===== config.mk =====
export PLATFORM = sky130hd
export DESIGN_NAME = hazard_control_unit
export DESIGN_NICKNAME = d
export VERILOG_FILES = /design/src/rtl/cpu_types_pkg.sv /design/src/rtl/sat_counter.sv /design/src/rtl/hazard_control_unit.sv
export SDC_FILE = /design/constraint.sdc
export NUM_CORES = 1
export LEC_CHECK = 0
export CORE_AREA = 2 2 56 58
export DETAILED_ROUTE_END_ITERATION = 10
export DIE_AREA = 0 0 58 60
export PLACE_DENSITY_LB_ADDON = 0.08
export SETUP_SLACK_MARGIN = 0.3
export SLEW_MARGIN = 20
export SYNTH_ARGS = -nofsm -noshare
export SYNTH_HDL_FRONTEND = slang
export SYNTH_HIERARCHICAL = 1
export SYNTH_SLANG_ARGS = --single-unit

===== constraint.sdc =====
create_clock -name CLK -period 2 [get_ports CLK]
set_input_delay 0.3 -clock CLK [delete_from_list [all_inputs] [get_ports CLK]]
set_output_delay 0.3 -clock CLK [all_outputs]
set_load 0.02 [all_outputs]

===== src/rtl/cpu_types_pkg.sv =====
// Shared CPU pipeline types: register index type and hazard controller states.
package cpu_types_pkg;
  localparam int REG_W = 5;

  typedef logic [REG_W-1:0] regbits_t;

  typedef enum logic [1:0] {
    RUN    = 2'd0,
    DWAIT  = 2'd1,
    SQUASH = 2'd2,
    HALTED = 2'd3
  } hazard_state_t;
endpackage


===== src/rtl/sat_counter.sv =====
// Saturating up-counter with enable and asynchronous clear.
module sat_counter #(
  parameter int W = 16
) (
  input  logic         clk,
  input  logic         clr,
  input  logic         en,
  output logic [W-1:0] count
);
  always_ff @(posedge clk or posedge clr) begin
    if (clr)
      count <= '0;
    else if (en && (count != '1))
      count <= count + W'(1);
  end
endmodule


===== src/rtl/hazard_control_unit.sv =====
// Stall/flush controller for the 5-stage pipeline (load-use, cache waits, squash, halt).
// Define HAZARD_STATS_EN to build the stall/load-use/squash statistics counters.
module hazard_control_unit #(
  parameter int REG_W = 5,
  parameter int CNT_W = 16
) (
  input  logic             CLK,
  input  logic             RST,
  input  logic             ihit,
  input  logic             dhit,
  input  logic [REG_W-1:0] ifid_rs,
  input  logic [REG_W-1:0] ifid_rt,
  input  logic [REG_W-1:0] idex_rt,
  input  logic             idex_dren,
  input  logic             exmem_dren,
  input  logic             exmem_dwen,
  input  logic             exmem_pcsrc,
  input  logic             exmem_halt,
  output logic             pc_en,
  output logic             ifid_en,
  output logic             idex_en,
  output logic             exmem_en,
  output logic             memwb_en,
  output logic             ifid_flush,
  output logic             idex_flush,
  output logic             exmem_flush,
  output logic             memwb_flush,
  output logic             halted,
  output logic [CNT_W-1:0] stall_cnt,
  output logic [CNT_W-1:0] loaduse_cnt,
  output logic [CNT_W-1:0] squash_cnt
);
  import cpu_types_pkg::*;

  hazard_state_t state_reg, state_next, mode;
  logic          ret_squash_reg, ret_squash_next;
  logic          allow_miss, miss, load_use;
  logic [4:0]    en;   // {pc, ifid, idex, exmem, memwb}
  logic [3:0]    fl;   // {ifid, idex, exmem, memwb}

  assign miss     = (exmem_dren | exmem_dwen) & ~dhit;
  assign load_use = idex_dren & (idex_rt != '0) &
                    ((idex_rt == ifid_rs) | (idex_rt == ifid_rt));

  always_ff @(posedge CLK or posedge RST) begin
    if (RST) begin
      state_reg      <= RUN;
      ret_squash_reg <= 1'b0;
    end else begin
      state_reg      <= state_next;
      ret_squash_reg <= ret_squash_next;
    end
  end

  always_comb begin
    en              = 5'b11111;
    fl              = 4'b0000;
    state_next      = state_reg;
    ret_squash_next = ret_squash_reg;
    allow_miss      = 1'b1;
    mode            = state_reg;
    // On the dhit cycle the waiting state re-evaluates as its origin state, minus the miss rule.
    if (state_reg == DWAIT && dhit) begin
      mode       = ret_squash_reg ? SQUASH : RUN;
      allow_miss = 1'b0;
    end

    case (mode)
      RUN: begin
        state_next = RUN;
        if (exmem_halt) begin
          en = 5'b00000; fl = 4'b0001; state_next = HALTED;
        end else if (allow_miss && miss) begin
          en = 5'b00001; fl = 4'b0001; state_next = DWAIT; ret_squash_next = 1'b0;
        end else if (exmem_pcsrc) begin
          fl = 4'b1110; state_next = ihit ? RUN : SQUASH;
        end else if (load_use) begin
          en = 5'b00111; fl = 4'b0100;
        end else if (!ihit) begin
          en = 5'b01111; fl = 4'b1000;
        end
      end
      SQUASH: begin
        state_next = SQUASH;
        en = 5'b01111; fl = 4'b1000;
        if (exmem_halt) begin
          en = 5'b00000; fl = 4'b0001; state_next = HALTED;
        end else if (allow_miss && miss) begin
          en = 5'b00001; fl = 4'b0001; state_next = DWAIT; ret_squash_next = 1'b1;
        end else if (exmem_pcsrc) begin
          en = 5'b11111; fl = 4'b1110;
        end else if (ihit) begin
          en = 5'b11111; fl = 4'b1000; state_next = RUN;
        end
      end
      DWAIT: begin
        en = 5'b00001; fl = 4'b0001; state_next = DWAIT;
      end
      default: begin
        en = 5'b00000; fl = 4'b0000; state_next = HALTED;
      end
    endcase

    if (RST) begin
      en = 5'b00000;
      fl = 4'b1111;
    end
  end

  assign {pc_en, ifid_en, idex_en, exmem_en, memwb_en} = en;
  assign {ifid_flush, idex_flush, exmem_flush, memwb_flush} = fl;
  assign halted = (state_reg == HALTED) & ~RST;

`ifdef HAZARD_STATS_EN
  logic stall_evt, lu_evt, sq_evt;

  assign stall_evt = ~en[4] & (state_reg != HALTED) & ~RST;
  // Output signatures: only load-use holds IF/ID while bubbling ID/EX without flushing IF/ID,
  // and only a branch squash flushes EX/MEM with the PC advancing.
  assign lu_evt = ~en[3] & fl[2] & ~fl[3];
  assign sq_evt = en[4] & fl[1];

  sat_counter #(.W(CNT_W)) u_stall_cnt (
    .clk(CLK), .clr(RST), .en(stall_evt), .count(stall_cnt)
  );
  sat_counter #(.W(CNT_W)) u_loaduse_cnt (
    .clk(CLK), .clr(RST), .en(lu_evt), .count(loaduse_cnt)
  );
  sat_counter #(.W(CNT_W)) u_squash_cnt (
    .clk(CLK), .clr(RST), .en(sq_evt), .count(squash_cnt)
  );
`else
  assign stall_cnt   = '0;
  assign loaduse_cnt = '0;
  assign squash_cnt  = '0;
`endif
endmodule


=== Word-level counts from Yosys, hierarchy flattened ===
Index checks and enable logic that the tools add are counted.

* Eq/ne operators: 10
* Multiplexer cells: 36
* Bitwise gates (word level): 8
* Reductions and logical operators: 6

{| class="wikitable"
|+ Operators with widths
! cell !! count
|-
| $mux 5 || 9
|-
| $mux 4 || 8
|-
| $mux 2 || 9
|-
| $pmux 5 s3 || 1
|-
| $pmux 4 s3 || 1
|-
| $eq 5x5->1 || 2
|-
| $ne 2x2->1 const B || 4
|-
| $pmux 2 s3 || 1
|-
| $mux 1 || 5
|-
| $reduce_and 5->1 || 1
|-
| $reduce_bool 5->1 || 1
|-
| $and 1x1->1 || 4
|-
| $eq 2x1->1 const B || 2
|-
| $eq 2x2->1 const B || 2
|-
| $mux 3 || 1
|-
| $logic_and 1x1->1 || 2
|-
| $logic_not 2->1 || 1
|-
| $not 1->1 || 2
|-
| $or 1x1->1 || 2
|-
| $pmux 1 s2 || 1
|-
| $reduce_bool 2->1 || 1
|}

* Register bits: 3
* Input bits: 24
* Logic and storage cells: 62

=== Depth between registers and ports, before layout ===
Gate-level depths: netlist (run 1).

* Depth after elaboration: 9
* Mapped depth: 5

=== Worst setup path after synthesis (run 1) ===
Ideal clock, no wire load.

* Kind: input -> output
* From: input exmem_dwen
* To: output ifid_en
* Arrival time: 1603 ps
* Required time: 1700 ps
* Path slack: 97 ps
* Stages on the path: 4
* Buffers on the path: 0
* Path through: o21ba_2 o22ai_1 and3_1 a21boi_0

* Word-level cells in the longest chain between the ends: 7
* Elaborated cells on any way between the ends: 9
* Those cells by class: 6 x mux; 2 x bitwise; 1 x reduce/logical

{| class="wikitable"
|+ Ends and longest elaborated chain
! what !! line !! text
|-
| from (decl) || hazard_control_unit.sv:16 || <nowiki>input logic exmem_dwen,</nowiki>
|-
| $or 1x1->1 (*) || hazard_control_unit.sv:41 || <nowiki>assign miss = (exmem_dren | exmem_dwen) & ~dhit;</nowiki>
|-
| $and 1x1->1 (*) || hazard_control_unit.sv:41 ||
|-
| $logic_and 1x1->1 (*) || hazard_control_unit.sv:73, hazard_control_unit.sv:88 ||
|-
| $mux 5, on equally long branches || hazard_control_unit.sv:88, hazard_control_unit.sv:73 ||
|-
| $mux 5, on equally long branches || hazard_control_unit.sv:86, hazard_control_unit.sv:71 ||
|-
| $pmux 5 s3 (*) || hazard_control_unit.sv:68 || <nowiki>case (mode)</nowiki>
|-
| $mux 5 (*) || hazard_control_unit.sv:104 || <nowiki>if (RST) begin</nowiki>
|-
| to (decl) || hazard_control_unit.sv:20 || <nowiki>output logic ifid_en,</nowiki>
|}

Every way passes the cells marked *; elsewhere a longest branch is shown, timed or not.

=== Worst setup path after layout (run 1) ===
* From: register state_reg[1]
* To: output ifid_flush

* Word-level cells in the longest chain between the ends: 8
* Elaborated cells on any way between the ends: 14
* Those cells by class: 3 x eq/ne; 8 x mux; 3 x reduce/logical

{| class="wikitable"
|+ Ends and longest elaborated chain
! what !! line !! text
|-
| from (decl) || hazard_control_unit.sv:35 || <nowiki>hazard_state_t state_reg, state_next, mode;</nowiki>
|-
| from (signal assigned) || hazard_control_unit.sv:50 || <nowiki>state_reg <= state_next;</nowiki>
|-
| $eq 2x1->1 || hazard_control_unit.sv:63 || <nowiki>if (state_reg == DWAIT && dhit) begin</nowiki>
|-
| $logic_and 1x1->1 || hazard_control_unit.sv:63 ||
|-
| $mux 1 || hazard_control_unit.sv:63 ||
|-
| $logic_and 1x1->1 || hazard_control_unit.sv:73, hazard_control_unit.sv:88 ||
|-
| $mux 4, on equally long branches || hazard_control_unit.sv:88, hazard_control_unit.sv:73 ||
|-
| $mux 4, on equally long branches || hazard_control_unit.sv:86, hazard_control_unit.sv:71 ||
|-
| $pmux 4 s3 (*) || hazard_control_unit.sv:68 ||
|-
| $mux 4 (*) || hazard_control_unit.sv:104 ||
|-
| to (decl) || hazard_control_unit.sv:24 || <nowiki>output logic ifid_flush,</nowiki>
|}

Marked as above.

==> run_results.csv, run 1 <==
group,metric,value,unit
detailed_routing,dr.pass1.iters,4,
final_layout,drive_gt1_frac,0.372,
timing,min_period_over_period,0.972,
setup_path,crit_path_end_kind,"primary output",
setup_path,worst-setup-path-type,"reg2out",
logic_synthesis,synth_top_area_cell,"buf_4",
status,status,"completed",
logic_synthesis,synth.area.top_cells,"buf_4 (44%), xnor2_1 (10%), dfrtp_1 (9.0%)",
global_routing,grt_pass1_wl,3240,um
placement,hpwlAfterDp,1730,um
clock_network,cts_tree,"built",
pwr,power.density,573,nW/um2
floorplanning,die_y,60,um
pwr,p_int,0.000426,W
pwr,p_switching,0.000337,W
detailed_routing,routed_wl,2120,um
detailed_routing,detail_route.iter0.violations,23,
timing,slew_violations,0,
pwr,total_power,0.000763,W
detailed_routing,via_per_inst,3.91,
floorplanning,num_rows,20,
global_routing,antenna_found_initial,0,
timing,fin_skew,5.35,ps
timing,fmax,514,MHz
hold_path,hp-class,"in2async",
job,max_cap_violations,0,
detailed_routing,route.vias.total,801,
timing,finalCriticalPeriod,1940,ps
final_layout,fin_util,0.459,
final_layout,largest_register_ffs,2,
logic_synthesis,netlist_instances,112,
logic_synthesis,synth_seq_cells,3,
global_routing,grt_max_degree,9,
timing,grt_setup_unrepaired,"true",
pwr,combinationalPowerShare,0.708,
floorplanning,start_util,0.289,
global_routing,first_global_vias,754,
detailed_routing,ant_nets,0,
detailed_routing,avgRoutedWirePerCell,10.3,um
logic_synthesis,netlist.area_leader.share,0.439,
detailed_routing,drc,0,
pwr,power_frac_seq,0.145,
floorplanning,coreArea,2900,um2
clock_network,cts_max_level,1,
global_routing,track_usage,0.124,
placement,pre_cts_ws,-651,ps
clock_network,cts_hold_buffers,0,
timing,setup_viol,0,
clock_network,clk_pin_slew,40,ps
logic_synthesis,seq_area_frac_synth,0.0896,
logic_synthesis,ys_types,32,
placement,gp_congestion,0.704,
clock_network,clock-sinks,3,
clock_network,clk_path_buf_depth,2,
floorplanning,num_io_pins,82,
clock_network,clk_latency,240,ps
clock_network,clock-root-buffer,"clkbuf_4",
floorplanning,die_w,58,um
floorplanning,dieArea,3480,um2
timing,worst_slack,55.9,ps
final_layout,syn_to_final_growth,58.8,%
global_routing,overflow,0,
pwr,ir_drop,0.487,mV
setup_path,cp.arrival,1640,ps
placement,numPortBuffers,33,
logic_synthesis,synth-edff-count,0,
logic_synthesis,async_reset_ff_frac,1.00,
timing,hold_viol_final,0,
setup_path,start_kind,"flip-flop",
logic_synthesis,syn_area_per_cell,7.48,um2
logic_synthesis,yosysWarnings,6,
clock_network,cts_buffers,3,
pwr,p_leak,0.651,nW
logic_synthesis,synth-main-ff-cell,"dfrtp_1",
setup_path,cp_max_fo,4,
final_layout,fin_nets,197,
timing,fin_hold_ws,219,ps
pwr,switching_share,0.441,
setup_path,cp.required,1700,ps
logic_synthesis,netlist_area,838,um2
pwr,p_clk_frac,0.148,
final_layout,diodes,0,
==> cells in the mapped netlist (2+ instances only) <==
| master | n |
|---|---|
| nor2_1 | 4 |
| xnor2_1 | 10 |
| and3_1 | 2 |
| nor3_1 | 2 |
| o21ba_2 | 2 |
| inv_1 | 5 |
| nand2_1 | 4 |
| nand3_1 | 3 |
| buf_4 | 49 |
| o21ai_0 | 2 |
| a21oi_1 | 3 |
| dfrtp_1 | 3 |
| o22ai_1 | 3 |
| nor2b_1 | 2 |
==> layout make-up <==
type | count | area (um2)
multi-input cells | 101 | 649
well taps | 33 | 41.3
inverters | 5 | 18.8
clock buffers | 4 | 26.3
repair buffers | 59 | 519
flip-flops and latches | 3 | 76.3
fillers | 322 | 1570
==> logic make-up (layout without fill, tap and decap cells) <==
group	Yosys count	after routing	share of synthesized area
AO/OA/AOI/OAI	19	19	0.167
XOR/XNOR	10	10	0.104
adder cells (fa/ha/maj)	1	1	0.0119
buffers and inverters	55	68	0.467
flip-flops	3	3	0.0895
multiplexers	1	1	0.0134
other	1	48	0.00447
AND/OR/NAND/NOR	22	22	0.142
==> critical path, stage by stage (launching register included) <==
cell	delay, ps
dfrtp_2	430
or2_4	250
a211o_1	260
o21ba_4	230
a21oi_4	110
buf_6	130
==> cells in the final DEF, fill, tap and decap left out, drive strengths merged <==
master	count
conb	48
buf	39
xnor2	10
clkdlybuf4s50	10
dlygate4sd2	8
inv	5
clkbuf	5
nor2	4
nand2	4
nand3	3
o21ai	3
o22ai	3
dfrtp	3
a21oi	3
o21ba	2
and3	2
nor2b	2
nor3	2
maj3	1
a22o	1
or2	1
or3b	1
or4	1
a21boi	1
a211oi	1
and2	1
nand2b	1
a211o	1
a221o	1
a21o	1
o221ai	1
o2111ai	1
mux2	1
clkdlybuf4s15	1
==> metal layers <==
| layer | share of wire | GRT usage | up-vias |
|---|---|---|---|
| met3 | 0.11 | 0.0476 | 0 |
| met4 | 0 | 0.0299 | 0 |
| li1 | - | - | 395 |
| met2 | 0.58 | 0.252 | 46 |
| met1 | 0.32 | 0.115 | 360 |
| met5 | 0 | 0 | - |
==> worst paths after layout <==
kind | start | to | slack [ps] | depth (start not counted)
min in group CLK | exmem_halt | ret_squash_reg | 480 | 4
hold / removal | RST | ret_squash_reg | 220 | 3
max in group asynchronous | RST | state_reg[1] | 1660 | 3
setup / recovery | state_reg[1] | ifid_flush | 60 | 5
setup reg to reg | state_reg[0] | state_reg[1] | 450 | 6
hold reg to reg | ret_squash_reg | ret_squash_reg | 590 | 1
==> power groups by stage <==
stage	sequential (W)	clock [W]	combinational (W)
detailed placement	0.000110	0	0.000452
CTS	0.000107	0.000120	0.000522
finish	0.000110	0.000113	0.000540
global route	0.000112	0.000126	0.000578
global placement	0.000110	0	0.000448
floorplan	0.000101	0	0.000329
==> stage by stage <==
stage	std cells	TNS [ps]	cell area (um2)
after detailed placement	195	-4760	1180
after global routing	205	0	1330
after floorplan	159	0	1030
final	205	0	1330
after global placement	195	-4700	1180
after CTS	205	0	1310
==> what timing repair did <==
action	4_1_cts	5_1_grt
endpoints found under the setup margin	10	10
setup buffers	6	0
gates resized for setup	98	8
pin swaps	21	7
Note: power is estimated with default switching activity, not from simulation.
==> inputs of run 2 (changes only) <==
--- a/config.mk
+++ b/config.mk
@@ -5,9 +5,11 @@
 export SDC_FILE = /design/constraint.sdc
 export NUM_CORES = 1
 export LEC_CHECK = 0
-export CORE_AREA = 2 2 56 58
+export ABC_AREA = 1
+export CAP_MARGIN = 5
+export CORE_AREA = 2 2 58 60
 export DETAILED_ROUTE_END_ITERATION = 10
-export DIE_AREA = 0 0 58 60
+export DIE_AREA = 0 0 60 62
 export PLACE_DENSITY_LB_ADDON = 0.08
 export SETUP_SLACK_MARGIN = 0.3
 export SLEW_MARGIN = 20
==> run 2 against run 1 <==
  * Synthesized cell count grew 38%
  * Sequential share of layout area grew 0.24 points
  * Via count grew 11%
  * Combinational power shrank 14%
  * Register-to-register slack gained 310 ps
  * Hold slack gained 270 ps
  * Final cell count grew 23%
  * Cell area shrank 5.6%
==> run_results.csv, run 2 <==
group,metric,value,unit
timing,fin_tns_setup,0,ps
final_layout,largest_register_ffs,2,
setup_path,r2r_slack,760,ps
placement,numPortBuffers,33,
floorplanning,die_w,60,um
setup_path,reg2reg_to,"state_reg[1]",
hold_path,hold-path-endpoint,"ret_squash_reg",
logic_synthesis,post_synth_most_frequent_cells,"buf_4 (49), nand2_1 (30), inv_1 (19), nor2_1 (11), inv_2 (7)",
setup_path,worst-setup-path-type,"reg2out",
clock_network,clk_path_buf_depth,2,
detailed_routing,drc,0,
timing,fin_skew,5.37,ps
logic_synthesis,yosysWarnings,6,
logic_synthesis,async_reset_ff_frac,1.00,
final_layout,diodes,0,
setup_path,timing.rr.start,"state_reg[0]",
setup_path,critical_path_buf_inv_count,2,
logic_synthesis,synth.area.top_cells,"buf_4 (39%), nand2_1 (12%), dfrtp_1 (8.0%)",
detailed_routing,ant_nets,0,
logic_synthesis,yosysMostFrequentCell,"buf_4",
global_routing,first_global_vias,718,
final_layout,syn_to_final_growth,34.4,%
detailed_routing,route.vias.total,887,
hold_path,hold_depth,2,
final_layout,fin_nets,231,
floorplanning,num_io_pins,82,
timing,hold_viol_final,0,
setup_path,worst_path_dominant_cell_family,"simple AND/OR/NAND/NOR gates",
placement,gp_congestion,0.767,
clock_network,clk_latency,240,ps
final_layout,layout_commonest_cell,"conb_1",
global_routing,antenna_found_initial,0,
logic_synthesis,synth-main-ff-cell,"dfrtp_1",
status,status,"completed",
timing,grt_setup_unrepaired,"true",
detailed_routing,dr.pass1.iters,4,
global_routing,grt_max_degree,6,
floorplanning,num_rows,21,
clock_network,cts_tree,"built",
logic_synthesis,netlist.area_leader.share,0.394,
clock_network,cts_buffers,3,
setup_path,crit_path_end_kind,"primary output",
floorplanning,die_y,62,um
timing,worst_slack,262,ps
pwr,ir_drop,0.143,mV
setup_path,cp.arrival,1440,ps
timing,setup_viol,0,
detailed_routing,routed_wl,1960,um
clock_network,clock-root-buffer,"clkbuf_4",
clock_network,cts_max_level,1,
logic_synthesis,ys_types,24,
setup_path,cp_max_fo,4,
placement,pre_cts_ws,-402,ps
logic_synthesis,netlist_instances,154,
logic_synthesis,synth_top_area_cell,"buf_4",
setup_path,cp.required,1700,ps
detailed_routing,via_per_inst,3.52,
pwr,p_leak,0.784,nW
logic_synthesis,synth_seq_cells,3,
setup_path,worst-r2r-cell-count,8,
logic_synthesis,seq_area_frac_synth,0.0803,
clock_network,clk_pin_slew,40,ps
global_routing,overflow,0,
placement,dpl.cell_count,244,
timing,fmax,575,MHz
job,max_cap_violations,0,
timing,fin_hold_ws,486,ps
logic_synthesis,netlist_area,935,um2
timing,min_period_over_period,0.869,
setup_path,worstPathCellList,"nand2_2, nand2_4, inv_4, nand2_4, nor2_4, nor2_2, nand3_2, nand2_2, nor2_2, buf_6",
floorplanning,dieArea,3720,um2
final_layout,drive_gt1_frac,0.277,
pwr,power.density,535,nW/um2
logic_synthesis,synth-edff-count,0,
final_layout,final_cell_mix,"conb_1 (48), nand2_1 (30), buf_4 (21), inv_1 (17), dlygate4sd2_1 (17)",
global_routing,grt_pass1_wl,2880,um
final_layout,final-instance-count-excl-fill,252,
detailed_routing,detail_route.iter0.violations,16,
timing,slew_violations,0,
logic_synthesis,syn_area_per_cell,6.07,um2
hold_path,hp-class,"reg2reg",
placement,hpwlAfterDp,1740,um
global_routing,track_usage,0.103,
timing,finalCriticalPeriod,1740,ps
clock_network,clock-sinks,3,
setup_path,crit_path_max_incr_delay,400,ps
hold_path,min_from,"ret_squash_reg",
floorplanning,start_util,0.294,
setup_path,cpMaxStageDelayCell,"dfrtp_1",
floorplanning,coreArea,3180,um2
setup_path,start_kind,"flip-flop",
detailed_routing,avgRoutedWirePerCell,7.78,um
run 2: cell types whose count changed in the layout (fill, tap and decap cells not counted), sizes merged, moves of 6 or more:
cell,before,now
xnor2,10,2
dlygate4sd2,8,17
inv,5,27
clkdlybuf4s50,10,4
nand2,4,38
nor2,4,16
buf,39,26
run 2: cells by family (layout without fill, tap and decap cells):
family | after synthesis | after routing | share of synthesized area
compound gates | 11 | 11 | 0.0723
xor+xnor | 2 | 2 | 0.0187
buf+inv | 77 | 82 | 0.509
flops | 3 | 3 | 0.0803
other cells | 1 | 48 | 0.00401
simple gates | 60 | 60 | 0.316
run 2: repair_timing:
item / CTS / global route
buffers inserted: 2 / 2
endpoints found under the setup margin: 10 / 10
hold buffers: 0 / 0
pin swaps: 21 / 6
gates resized for setup: 72 / 7
run 2: layout make-up:
type / instances / area (um2)
fillers: 374 / 1920
flip-flops and latches: 3 / 75.1
well taps: 46 / 57.6
repair buffers: 50 / 415
clock buffers: 4 / 26.3
multi-input cells: 121 / 574
inverters: 28 / 108
run 2: worst reg2reg max path: stages, from the launching register on:
cell	delay, ps
dfrtp_1	390
nand2_2	100
nand2_4	110
inv_4	50
nand2_4	80
inv_1	60
buf_4	130
a21oi_1	130
o31ai_1	90
run 2: how the worst max path moves through the flow:
stage	start	endpoint	slack (ps)	cells past startpoint
floorplan	state_reg[0]	exmem_flush	470	5
global placement	idex_rt[0]	idex_flush	-390	12
detailed placement	idex_rt[1]	idex_flush	-400	12
CTS	state_reg[0]	ifid_flush	250	8
global route	state_reg[0]	pc_en	150	10
finish	state_reg[0]	pc_en	260	10
run 2: where the power goes:
part	internal, W	total, W	leakage, nW	switching (W)
Clock	0.0000751	0.000112	0.0150	0.0000365
Sequential	0.0000823	0.0000953	0.0333	0.0000130
Combinational	0.000175	0.000466	0.735	0.000291
run 2: stage by stage:
stage	cell area, um2	total power (W)	utilization
final	1260	0.000673	0.395
after global routing	1260	0.000733	0.395
after CTS	1240	0.000666	0.390
after detailed placement	1230	0.000563	0.386
after global placement	1230	0.000564	0.386
after floorplan	1110	0.000452	-
run 2: routing by layer:
layer,global-route usage,part of all wire,wire [um],vias to the layer above
met2,0.193,0.54,1060,45
met4,0.0381,0.011,22,0
met5,0,0,0,-
met1,0.113,0.35,684,372
li1,-,-,-,468
met3,0.0248,0.097,191,2
==> inputs of run 3 (changes only) <==
--- a/config.mk
+++ b/config.mk
@@ -7,9 +7,9 @@
 export LEC_CHECK = 0
 export ABC_AREA = 1
 export CAP_MARGIN = 5
-export CORE_AREA = 2 2 58 60
+export CORE_AREA = 2 2 66 52
 export DETAILED_ROUTE_END_ITERATION = 10
-export DIE_AREA = 0 0 60 62
+export DIE_AREA = 0 0 68 54
 export PLACE_DENSITY_LB_ADDON = 0.08
 export SETUP_SLACK_MARGIN = 0.3
 export SLEW_MARGIN = 20
==> run 3 against run 2 <==
  * Die area decreased by 1.3%
  * Critical endpoint unchanged
  * Routed wire length decreased by 6.8%
  * Maximum frequency increased by 3.2%
==> run_results.csv, run 3 (synthesis results as in run 2) <==
group,metric,value,unit
setup_path,crit_path_end_kind,"primary output",
final_layout,drive_gt1_frac,0.275,
placement,place_area,1240,um2
clock_network,clk_path_buf_depth,2,
final_layout,fin_nets,232,
global_routing,grt_max_degree,7,
setup_path,cp_max_fo,4,
floorplanning,die_y,54,um
final_layout,final-instance-count-excl-fill,247,
clock_network,clock-sinks,3,
floorplanning,dieArea,3670,um2
pwr,ir_drop,0.198,mV
global_routing,first_global_vias,692,
final_layout,final_cell_mix,"conb_1 (48), nand2_1 (30), inv_1 (18), buf_4 (18), dlygate4sd2_1 (13)",
detailed_routing,via_per_inst,3.61,
timing,min_period_over_period,0.842,
global_routing,overflow,0,
setup_path,start_kind,"flip-flop",
global_routing,track_usage,0.0956,
floorplanning,num_rows,18,
timing,hold_viol_final,0,
final_layout,fin_area,1280,um2
detailed_routing,avgRoutedWirePerCell,7.40,um
floorplanning,die_w,68,um
floorplanning,coreArea,3110,um2
clock_network,cts_hold_buffers,0,
detailed_routing,drc,0,
clock_network,clock-root-buffer,"clkbuf_8",
job,max_cap_violations,0,
pwr,power.density,591,nW/um2
final_layout,largest_register_ffs,2,
final_layout,syn_to_final_growth,37.3,%
placement,hpwlAfterDp,1610,um
floorplanning,num_io_pins,82,
final_layout,fin_util,0.413,
final_layout,layout_commonest_cell,"conb_1",
placement,gp_congestion,0.771,
clock_network,clk_latency,210,ps
detailed_routing,dr.pass1.iters,3,
global_routing,antenna_found_initial,0,
setup_path,worst-setup-path-type,"reg2out",
hold_path,hp-class,"reg2reg",
setup_path,cp.arrival,1380,ps
floorplanning,start_util,0.301,
timing,fin_skew,0.327,ps
timing,slew_violations,0,
clock_network,cts_buffers,3,
timing,fmax,594,MHz
detailed_routing,routed_wl,1830,um
setup_path,cp.required,1700,ps
placement,numPortBuffers,33,
pwr,p_leak,0.799,nW
final_layout,diodes,0,
clock_network,cts_tree,"built",
global_routing,grt_pass1_wl,2750,um
placement,dpl.cell_count,240,
timing,finalCriticalPeriod,1680,ps
pwr,total_power,0.000759,W
detailed_routing,ant_nets,0,
clock_network,clk_pin_slew,30,ps
detailed_routing,route.vias.total,892,
clock_network,cts_max_level,1,
timing,setup_viol,0,
detailed_routing,detail_route.iter0.violations,36,
status,status,"completed",
timing,grt_setup_unrepaired,"true",
[run 3: changes by cell type in the layout (fill, tap and decap cells not counted), sizes merged]
cell	previous run	this run
clkdlybuf4s15	2	6
dlygate4sd2	17	13
clkdlybuf4s50	4	3
clkbuf	5	6
buf	26	27
[run 3: cell type report]
class / count / area (um2)
clock buffers: 4 / 45.0
fillers: 351 / 1820
inverters: 28 / 108
multi-input cells: 121 / 568
flip-flops and latches: 3 / 75.1
well taps: 40 / 50.0
repair buffers: 51 / 438
[run 3: worst paths after layout]
kind	from	slack, ps	endpoint	cells after the start
min reg2reg	ret_squash_reg	500	ret_squash_reg	2
min	ret_squash_reg	500	ret_squash_reg	2
min in group asynchronous	RST	570	state_reg[0]	4
max	state_reg[0]	320	pc_en	8
max in group asynchronous	RST	1340	ret_squash_reg	4
max reg2reg	state_reg[0]	730	ret_squash_reg	8
[run 3: worst max-delay path, stage by stage, from the launching register on]
cell     delay [ps]
dfrtp_1         400
nand2_2         110
nand2_4          80
nor2_2          110
inv_2            80
nor2_8          110
nand2_2          60
nor2_2           90
buf_6           120
[run 3: metrics by stage]
stage | setup slack (ps) | hold WS [ps] | TNS, ps
2_1_floorplan | 466 | 67.8 | 0
4_1_cts | 246 | 499 | 0
6_report | 316 | 500 | 0
3_3_place_gp | -383 | 513 | -2800
3_5_place_dp | -392 | 492 | -2860
5_1_grt | 201 | 568 | 0
[run 3: per-layer routing]
layer	vias to the layer above	track usage	share of wire	wire length, um
li1	472	-	-	-
met3	0	0.0146	0.096	175
met4	0	0.0200	0	0
met5	-	0	0	0
met2	42	0.157	0.49	887
met1	378	0.132	0.42	764
[run 3: where the power goes]
group | switching (W) | internal (W) | total, W | leakage, nW
Combinational | 0.000292 | 0.000199 | 0.000491 | 0.743
Clock | 0.0000354 | 0.000135 | 0.000171 | 0.0228
Sequential | 0.0000144 | 0.0000825 | 0.0000969 | 0.0333
Total | 0.000342 | 0.000417 | 0.000759 | 0.799
[run 3: what timing repair did]
item,in CTS,in global routing
buffers inserted,2,1
pin swaps,21,11
setup endpoints to repair,10,10
resized for setup,73,15
